[config.mk]
export PLATFORM = sky130hd
export DESIGN_NAME = bsg_link_ddr_downstream_ch
export DESIGN_NICKNAME = d
export VERILOG_FILES = /design/src/rtl/bsg_link_rx_pkg.sv /design/src/rtl/bsg_link_rx_fifo.sv /design/src/rtl/bsg_link_ddr_downstream_ch.sv
export SDC_FILE = /design/constraint.sdc
export NUM_CORES = 1
export LEC_CHECK = 0
export CELL_PAD_IN_SITES_DETAIL_PLACEMENT = 0
export CELL_PAD_IN_SITES_GLOBAL_PLACEMENT = 1
export CORE_MARGIN = 2
export CORE_UTILIZATION = 50
export DETAILED_ROUTE_END_ITERATION = 10
export PLACE_DENSITY_LB_ADDON = 0.12
export SETUP_SLACK_MARGIN = 0.15
export SLEW_MARGIN = 20
export SYNTH_ARGS = -nofsm -noshare
export SYNTH_HDL_FRONTEND = slang
export SYNTH_HIERARCHICAL = 1
export SYNTH_SLANG_ARGS = --single-unit
[constraint.sdc]
create_clock -name clk -period 3.5 [get_ports clk]
set_clock_uncertainty 0.1 [all_clocks]
set_input_delay 0.875 -clock clk [delete_from_list [all_inputs] [get_ports clk]]
set_output_delay 0.875 -clock clk [all_outputs]
set_load 0.01 [all_outputs]
[src/rtl/bsg_link_rx_pkg.sv]
// Shared definitions for the receive side of a DDR link channel.
//   - Default channel geometry (half-word width, buffer depth, token decimation).
//   - count_width(): width of an occupancy counter able to hold 0..depth.
//   - stage_s: input stage register layout (valid bit plus reassembled word)
//     at the default channel width.
package bsg_link_rx_pkg;

  localparam int CHANNEL_WIDTH_DEF    = 8;
  localparam int FIFO_DEPTH_DEF       = 64;
  localparam int TOKEN_DECIMATION_DEF = 8;

  // An occupancy counter must represent both 0 and depth, hence one extra bit.
  function automatic int count_width(input int depth);
    return $clog2(depth) + 1;
  endfunction

  typedef struct packed {
    logic                           v;
    logic [2*CHANNEL_WIDTH_DEF-1:0] d;
  } stage_s;

endpackage

[src/rtl/bsg_link_rx_fifo.sv]
// Single-clock circular FIFO used to buffer received link words.
// A write is accepted when the FIFO is not full, or when it is full and the
// head is dequeued in the same cycle.
// Ports:
//   clk, rst   clock and synchronous active-high reset
//   w_v        write request
//   w_data     word to write
//   full       count == DEPTH
//   r_yumi     dequeue head (ignored when r_v = 0)
//   r_v        head is valid (count != 0)
//   r_data     head word, zero when empty
//   count      words currently buffered
module bsg_link_rx_fifo
  import bsg_link_rx_pkg::*;
#(
  parameter int WIDTH = 16,
  parameter int DEPTH = 64
) (
  input  logic                          clk,
  input  logic                          rst,
  input  logic                          w_v,
  input  logic [WIDTH-1:0]              w_data,
  output logic                          full,
  input  logic                          r_yumi,
  output logic                          r_v,
  output logic [WIDTH-1:0]              r_data,
  output logic [count_width(DEPTH)-1:0] count
);

  localparam int PTR_W = $clog2(DEPTH);
  localparam int CNT_W = count_width(DEPTH);

  logic [WIDTH-1:0] mem [DEPTH];
  logic [PTR_W-1:0] rptr;
  logic [PTR_W-1:0] wptr;
  logic [CNT_W-1:0] cnt;
  logic             rd;
  logic             wr;

  assign full   = (cnt == CNT_W'(DEPTH));
  assign r_v    = (cnt != '0);
  assign rd     = r_yumi & r_v;
  // When full, the slot being written is the head slot; the head has already
  // been presented on r_data this cycle, so overwriting it at the edge is safe.
  assign wr     = w_v & (~full | rd);
  assign r_data = r_v ? mem[rptr] : '0;
  assign count  = cnt;

  always_ff @(posedge clk) begin
    if (wr) mem[wptr] <= w_data;
  end

  // Pointers are exactly log2(DEPTH) bits and wrap without explicit compare.
  always_ff @(posedge clk) begin
    if (rst) begin
      rptr <= '0;
      wptr <= '0;
      cnt  <= '0;
    end else begin
      if (wr) wptr <= wptr + 1'b1;
      if (rd) rptr <= rptr + 1'b1;
      if (wr && !rd)      cnt <= cnt + 1'b1;
      else if (rd && !wr) cnt <= cnt - 1'b1;
    end
  end

endmodule

[src/rtl/bsg_link_ddr_downstream_ch.sv]
// Receive side of one DDR link channel.
// Reassembles the pos/neg half-words captured by the IDDR into full words,
// buffers them in a credit-sized FIFO, presents them to the core with a
// valid/yumi handshake, and returns credits by toggling a token line once per
// TOKEN_DECIMATION dequeues.
// Ports:
//   clk, rst        io-domain clock; synchronous active-high reset
//   io_valid_pos_i  valid of half captured on rising io edge
//   io_valid_neg_i  valid of half captured on falling io edge
//   io_data_pos_i   low half-word
//   io_data_neg_i   high half-word
//   core_valid_o    FIFO head valid
//   core_data_o     FIFO head word {neg,pos}
//   core_yumi_i     dequeue head this cycle
//   io_token_r_o    registered credit token line
//   fifo_count_o    words currently buffered
//   err_overflow_o  sticky: word arrived with FIFO full and no dequeue
//   err_half_o      sticky: only one half of a word was valid
module bsg_link_ddr_downstream_ch
  import bsg_link_rx_pkg::*;
#(
  parameter int CHANNEL_WIDTH    = CHANNEL_WIDTH_DEF,
  parameter int FIFO_DEPTH       = FIFO_DEPTH_DEF,
  parameter int TOKEN_DECIMATION = TOKEN_DECIMATION_DEF
) (
  input  logic                               clk,
  input  logic                               rst,
  input  logic                               io_valid_pos_i,
  input  logic                               io_valid_neg_i,
  input  logic [CHANNEL_WIDTH-1:0]           io_data_pos_i,
  input  logic [CHANNEL_WIDTH-1:0]           io_data_neg_i,
  output logic                               core_valid_o,
  output logic [2*CHANNEL_WIDTH-1:0]         core_data_o,
  input  logic                               core_yumi_i,
  output logic                               io_token_r_o,
  output logic [count_width(FIFO_DEPTH)-1:0] fifo_count_o,
  output logic                               err_overflow_o,
  output logic                               err_half_o
);

  // A decimation of 1 still needs a one-bit counter to keep widths legal.
  localparam int DEQ_W = (TOKEN_DECIMATION > 1) ? $clog2(TOKEN_DECIMATION) : 1;

  // Same layout as stage_s, but sized by this instance's channel width.
  typedef struct packed {
    logic                       v;
    logic [2*CHANNEL_WIDTH-1:0] d;
  } stage_t;

  stage_t           stage;
  logic             full;
  logic             deq;
  logic [DEQ_W-1:0] deq_cnt;

  assign deq = core_yumi_i & core_valid_o;

  bsg_link_rx_fifo #(
    .WIDTH (2*CHANNEL_WIDTH),
    .DEPTH (FIFO_DEPTH)
  ) fifo (
    .clk    (clk),
    .rst    (rst),
    .w_v    (stage.v),
    .w_data (stage.d),
    .full   (full),
    .r_yumi (core_yumi_i),
    .r_v    (core_valid_o),
    .r_data (core_data_o),
    .count  (fifo_count_o)
  );

  // A lone half is unrecoverable: it is flagged and the stage goes invalid.
  always_ff @(posedge clk) begin
    if (rst) begin
      stage      <= '0;
      err_half_o <= 1'b0;
    end else begin
      stage.v <= io_valid_pos_i & io_valid_neg_i;
      stage.d <= {io_data_neg_i, io_data_pos_i};
      if (io_valid_pos_i ^ io_valid_neg_i) err_half_o <= 1'b1;
    end
  end

  // A dropped word means the upstream spent a credit it did not have.
  always_ff @(posedge clk) begin
    if (rst) begin
      err_overflow_o <= 1'b0;
    end else if (stage.v && full && !deq) begin
      err_overflow_o <= 1'b1;
    end
  end

  always_ff @(posedge clk) begin
    if (rst) begin
      deq_cnt      <= '0;
      io_token_r_o <= 1'b0;
    end else if (deq) begin
      if (deq_cnt == DEQ_W'(TOKEN_DECIMATION-1)) begin
        deq_cnt      <= '0;
        io_token_r_o <= ~io_token_r_o;
      end else begin
        deq_cnt <= deq_cnt + 1'b1;
      end
    end
  end

endmodule
* After elaboration in Yosys (flattened, before gate mapping) *
Memories as Yosys holds them, arrays and structs flattened. A register that Yosys moved wholly into a read port is not among the register bits.
Index checks and enable logic that the tools add are counted.
W data, S select, Z words.

word-level totals
  flip-flop bits (word level) = 42
  memory bits (writable) = 1024
  input bits = 21
  logic and storage cells = 41
  memories = 1

cells by class
  $add $sub $neg = 5
  equal/unequal tests = 2
  multiplexer cells = 8
  bitwise gates (word level) = 7
  reductions and logical operators = 9

memories
  name      depth  width  read ports  clocked after memory_dff  write ports  line                    text
  fifo.mem  64     16     1           1                         1            bsg_link_rx_fifo.sv:33  logic [WIDTH-1:0] mem [DEPTH];

operators by type and width
  cell                   number
  $mux W16               1
  $mux W7                2
  $add A6 B1 Y6 const B  2
  $mux W6                2
  $add A7 B1 Y7 const B  1
  $eq A7 B7 Y1 const B   1
  $reduce_bool A7 Y1     1
  $sub A7 B1 Y7 const B  1
  $logic_and A1 B1 Y1    4
  $add A3 B1 Y3 const B  1
  $and A1 B1 Y1          3
  $eq A3 B3 Y1 const B   1
  $mux W3                1
  $logic_not A1 Y1       2
  $mux W1                2
  $not A1 Y1             2
  $reduce_and A2 Y1      1
  $reduce_bool A2 Y1     1
  $or A1 B1 Y1           1
  $xor A1 B1 Y1          1

* Depth between registers and ports, before layout *
  depth in word-level cells = 8
  mapped depth = 12

* By module *
Netlist, hierarchy kept.

modules (own cells, without submodules)
  module                      times used  cells an instance  area each (sq um)  seq. area each (sq um)
  bsg_link_rx_fifo            1           1837               40426.3            31250.0
  bsg_link_ddr_downstream_ch  1           62                 698.2              460.4

* Worst setup path before layout *
Ideal clock, no wire load.

  path type = reg-to-reg
  start point = register fifo.cnt[2], in the netlist fifo/count[2]
  end point = register fifo.cnt[6], in the netlist fifo/count[6]
  data arrival time = 3095 ps
  setup slack = 185 ps
  stages on the path, launching flop included = 13
  period minus slack after synthesis = 3315 ps
  cell sequence = dfxtp_1 > or4_1 > buf_2 > o41a_1 > buf_6 > ha_1 > inv_1 > ha_1 > nor2b_1 > o21a_1 > o21a_1 > o211ai_1 > mux2_2

on the way
  longest elaborated chain between the ends = 7

RTL lines
  element                                                    line                                            text
  start, declared                                            bsg_link_rx_fifo.sv:36                          logic [CNT_W-1:0] cnt;
  start signal, assigned                                     bsg_link_rx_fifo.sv:62                          if (wr && !rd) cnt <= cnt + 1'b1;
  start signal, assigned                                     bsg_link_rx_fifo.sv:63                          else if (rd && !wr) cnt <= cnt - 1'b1;
  $reduce_bool A7 Y1 / $eq A7 B7 Y1 (equally long branches)  bsg_link_rx_fifo.sv:41, bsg_link_rx_fifo.sv:40
  $and A1 B1 Y1 / $not A1 Y1 (equally long branches)         bsg_link_rx_fifo.sv:42, bsg_link_rx_fifo.sv:45
  $or A1 B1 Y1 *                                             bsg_link_rx_fifo.sv:45                          assign wr = w_v & (~full | rd);
  $and A1 B1 Y1 *                                            bsg_link_rx_fifo.sv:45
  via fifo.wr                                                bsg_link_rx_fifo.sv:38                          logic wr;
  $logic_not A1 Y1                                           bsg_link_rx_fifo.sv:63
  $logic_and A1 B1 Y1                                        bsg_link_rx_fifo.sv:63
  $reduce_bool A2 Y1 (no source line)                        --

Mark *: on every way through the listed nets, which the timed path passes. The rest lies on a longest branch. The select of a mux whose other input is x is not followed.
A chain may end at the register's enable or synchronous reset.

==> impl_metrics.toml <==
[yosys]
postSynthAreaPerCell_sq_um = 21.7
ys_seq_area_share_pct = 77.1
ys_ff_latch = 1072
netlist_area_sq_mm = 0.0411
syn_inst = 1899
synth_enable_flop_cells = 1024
ys_types = 66
synthFlopType = "edfxtp_1"
syn-num-nets = 1932
synth-async-reset-ratio_pct = 0
yosysWarnings = 6

[cells_and_area]
final_cells = 3503
fin_area_sq_mm = 0.0505
area_growth_pct = 22.9
drive_gt1_share_pct = 40.0
fill_cells = 5728
antenna_cells = 0
finalNetCount = 2377

[pwr]
leakagePower_nw = 17.6
irDropWorstVdd_v = 0.000451
total_power_mw = 32.5
power_density_mw_per_mm2 = 644

[timing]
min_period_ns = 4.17
drv_slew = 0
hold_viol = 0
max_freq_ghz = 0.240
maxSlewHeadroom_pct = 25.6
finalSetupViolCount = 16
setup_slack_ns = -0.666
post-route-period-util_pct = 119
rsz0062_at_grt = "yes"
tightest_slew_ns = 1.12
tns_ns = -7.41

[place]
io_buffer_count = 47
placed_cells = 3214
placed_area_sq_mm = 0.0453
gp_congestion = 0.866
hpwl_um = 68400
place_ws_ns = -0.610

[drt]
drt-total-wl_um = 106000
drc_errors = 0
drtIter0Drc = 2075
vias = 21300
postRouteAntennaNets = 0
vias_per_cell = 6.07
wl_per_cell_um = 30.4
first_pass_iters = 5

[die]
initial_utilization_pct = 50.3
ios = 48
die-area_sq_mm = 0.0846
die_w_um = 291
placementRows = 105
dieHeight_um = 291
coreArea_sq_mm = 0.0817

[clock_network]
cts_tree = "yes"
cts_hold_buf = 0
cts-root-buf = "clkbuf_16"
htree_levels = 3
clock_latency_ns = 0.66
path_clk_slew_ns = 0.06
clock-sinks = 1072
cts.path.max_buffers = 3
cts_made_buffers = 107

[run]
cap_violations = 0

[global_route]
grt.overflow.total = 0
grt_pass1_vias = 21600
grt_usage_pct = 25.4
grt_max_degree = 50
grt_pass1_wl_um = 153000
antenna_found_initial = 1

[worst_setup_path]
worstSetupPathType = "register to output pin"
critPathMaxFanout = 6
worstPathRequired_ns = 2.52
start_kind = "register"
end_kind = "output pin"
arrival_ns = 3.19

[outcome]
status = "finished with violations"
violations = "setup timing"

[min_path]
min_path_type = "register to register"
logic make-up (layout without fill, tap and decap cells):
kind of cell	Yosys count	after routing	share of synthesized area, %
AO/OA/AOI/OAI	189	189	3.37
XOR/XNOR	12	12	0.256
adder cells (fa/ha/maj)	12	12	0.383
buffers and inverters	114	648	1.49
flip-flops	1072	1072	77.1
multiplexers	287	287	14.8
AND/OR/NAND/NOR	213	213	2.59
per-stage QoR:
step	hold WS, ns	utilization, %
2_1_floorplan	0.340	-
3_3_place_gp	0.344	55.4
3_5_place_dp	0.362	55.4
4_1_cts	0.379	60.8
5_1_grt	0.405	61.8
6_report	0.373	61.8
cells in the final DEF (no fill, tap or decap), types with 15 or more instances in the layout:
cell type / instances
nand2_1: 30
o22ai_2: 21
clkinv_2: 23
a22o_1: 21
dfxtp_2: 15
a221oi_2: 16
edfxtp_1: 1024
buf_12: 59
buf_6: 34
clkinv_1: 24
nor2_1: 92
clkbuf_16: 112
dfxtp_1: 28
mux2i_1: 22
mux4_2: 253
clkdlybuf4s50_1: 29
clkbuf_1: 24
nor2b_1: 23
buf_4: 287
critical path, cell delays in order (launching register included):
cell      delay, ns
dfxtp_4        0.41
buf_12         0.13
buf_12         0.12
mux4_2         0.52
mux2i_1        0.16
buf_4          0.14
mux2i_2        0.06
o211ai_1       0.55
o221ai_2       0.23
buf_2          0.19
area by class of cell:
type,instances,area (sq um),area share [%]
clock buffer,134,2820,5.58
clock inverter,64,577,1.14
inverter,11,41.3,0.0817
multi-input combinational,713,9550,18.9
sequential,1072,31700,62.8
tap,1070,1340,2.65
timing repair buffer,439,4460,8.82
cell usage after synthesis, types with 3 or more instances:
cell type  count  area share (%)
or2_2          4           0.061
edfxtp_1    1024              75
o21a_1         4           0.073
or3_1          5           0.076
mux2i_1       29            0.71
nand2_4        6            0.16
nand3_1        8           0.097
nand3b_1       3           0.055
buf_2         41            0.50
nand2_1       36            0.33
o22ai_1       36            0.55
o21ai_0       24            0.29
dfxtp_1       48             2.3
nand2b_1       3           0.046
ha_1          11            0.33
nor2_1        99            0.90
inv_1         10           0.091
buf_1          7           0.064
a221oi_1      22            0.47
and2_1         4           0.061
a22oi_1        6            0.11
nor3_1         5           0.061
o211ai_1       5           0.091
xnor2_1        4           0.085
buf_6          9            0.25
clkbuf_1      33            0.30
nor2b_1       25            0.38
a211o_1        4           0.085
a22o_1        23            0.49
mux4_1         3            0.19
xor2_1         8            0.17
o221ai_1      18            0.38
buf_4         10            0.18
a31oi_1        8            0.12
a211oi_1       8            0.15
mux4_2       253              14
a21o_1         5           0.091
a21oi_1       11            0.13
sequential cells by signal, indices dropped and copies added (netlist names), named ones only:
register	count
fifo/rptr	6
deq_cnt	3
fifo/mem	1024
fifo/wptr	6
stage	17
err_overflow_o	1
io_token_r_o	1
err_half_o	1
fifo/count	7
final timing paths:
path	cells after the start	end	from	slack, ns
worst max register to register	11	fifo/count[6]	fifo/count[5]	0.28
worst min register to register	2	err_half_o	err_half_o	0.37
worst min-delay path	2	err_half_o	err_half_o	0.37
worst max-delay path	9	core_data_o[2]	register	-0.67
where the power goes:
group | switching (mW) | total, mW | internal, mW
Sequential | 0.193 | 14.3 | 14.1
Combinational | 3.25 | 7.10 | 3.84
Clock | 4.69 | 11.1 | 6.43
Total | 8.14 | 32.5 | 24.4
layer usage:
layer  vias up  GRT usage (%)  part of all wire (%)  wire length (um)
met5         -              0                 0.012                13
met4         2           6.76                   2.3              2470
met3       139           3.99                   7.0              7470
met2       788           42.1                    50             52800
met1     11400           35.5                    41             43600
li1       8903              -                     -                 -
repair_timing:
action	4_1_cts	5_1_grt
setup endpoints to repair	18	17
gates cloned	3	4
resized for setup	207	90
pin swaps	28	38
buffers inserted	39	46
(Power assumes the default switching activity.)
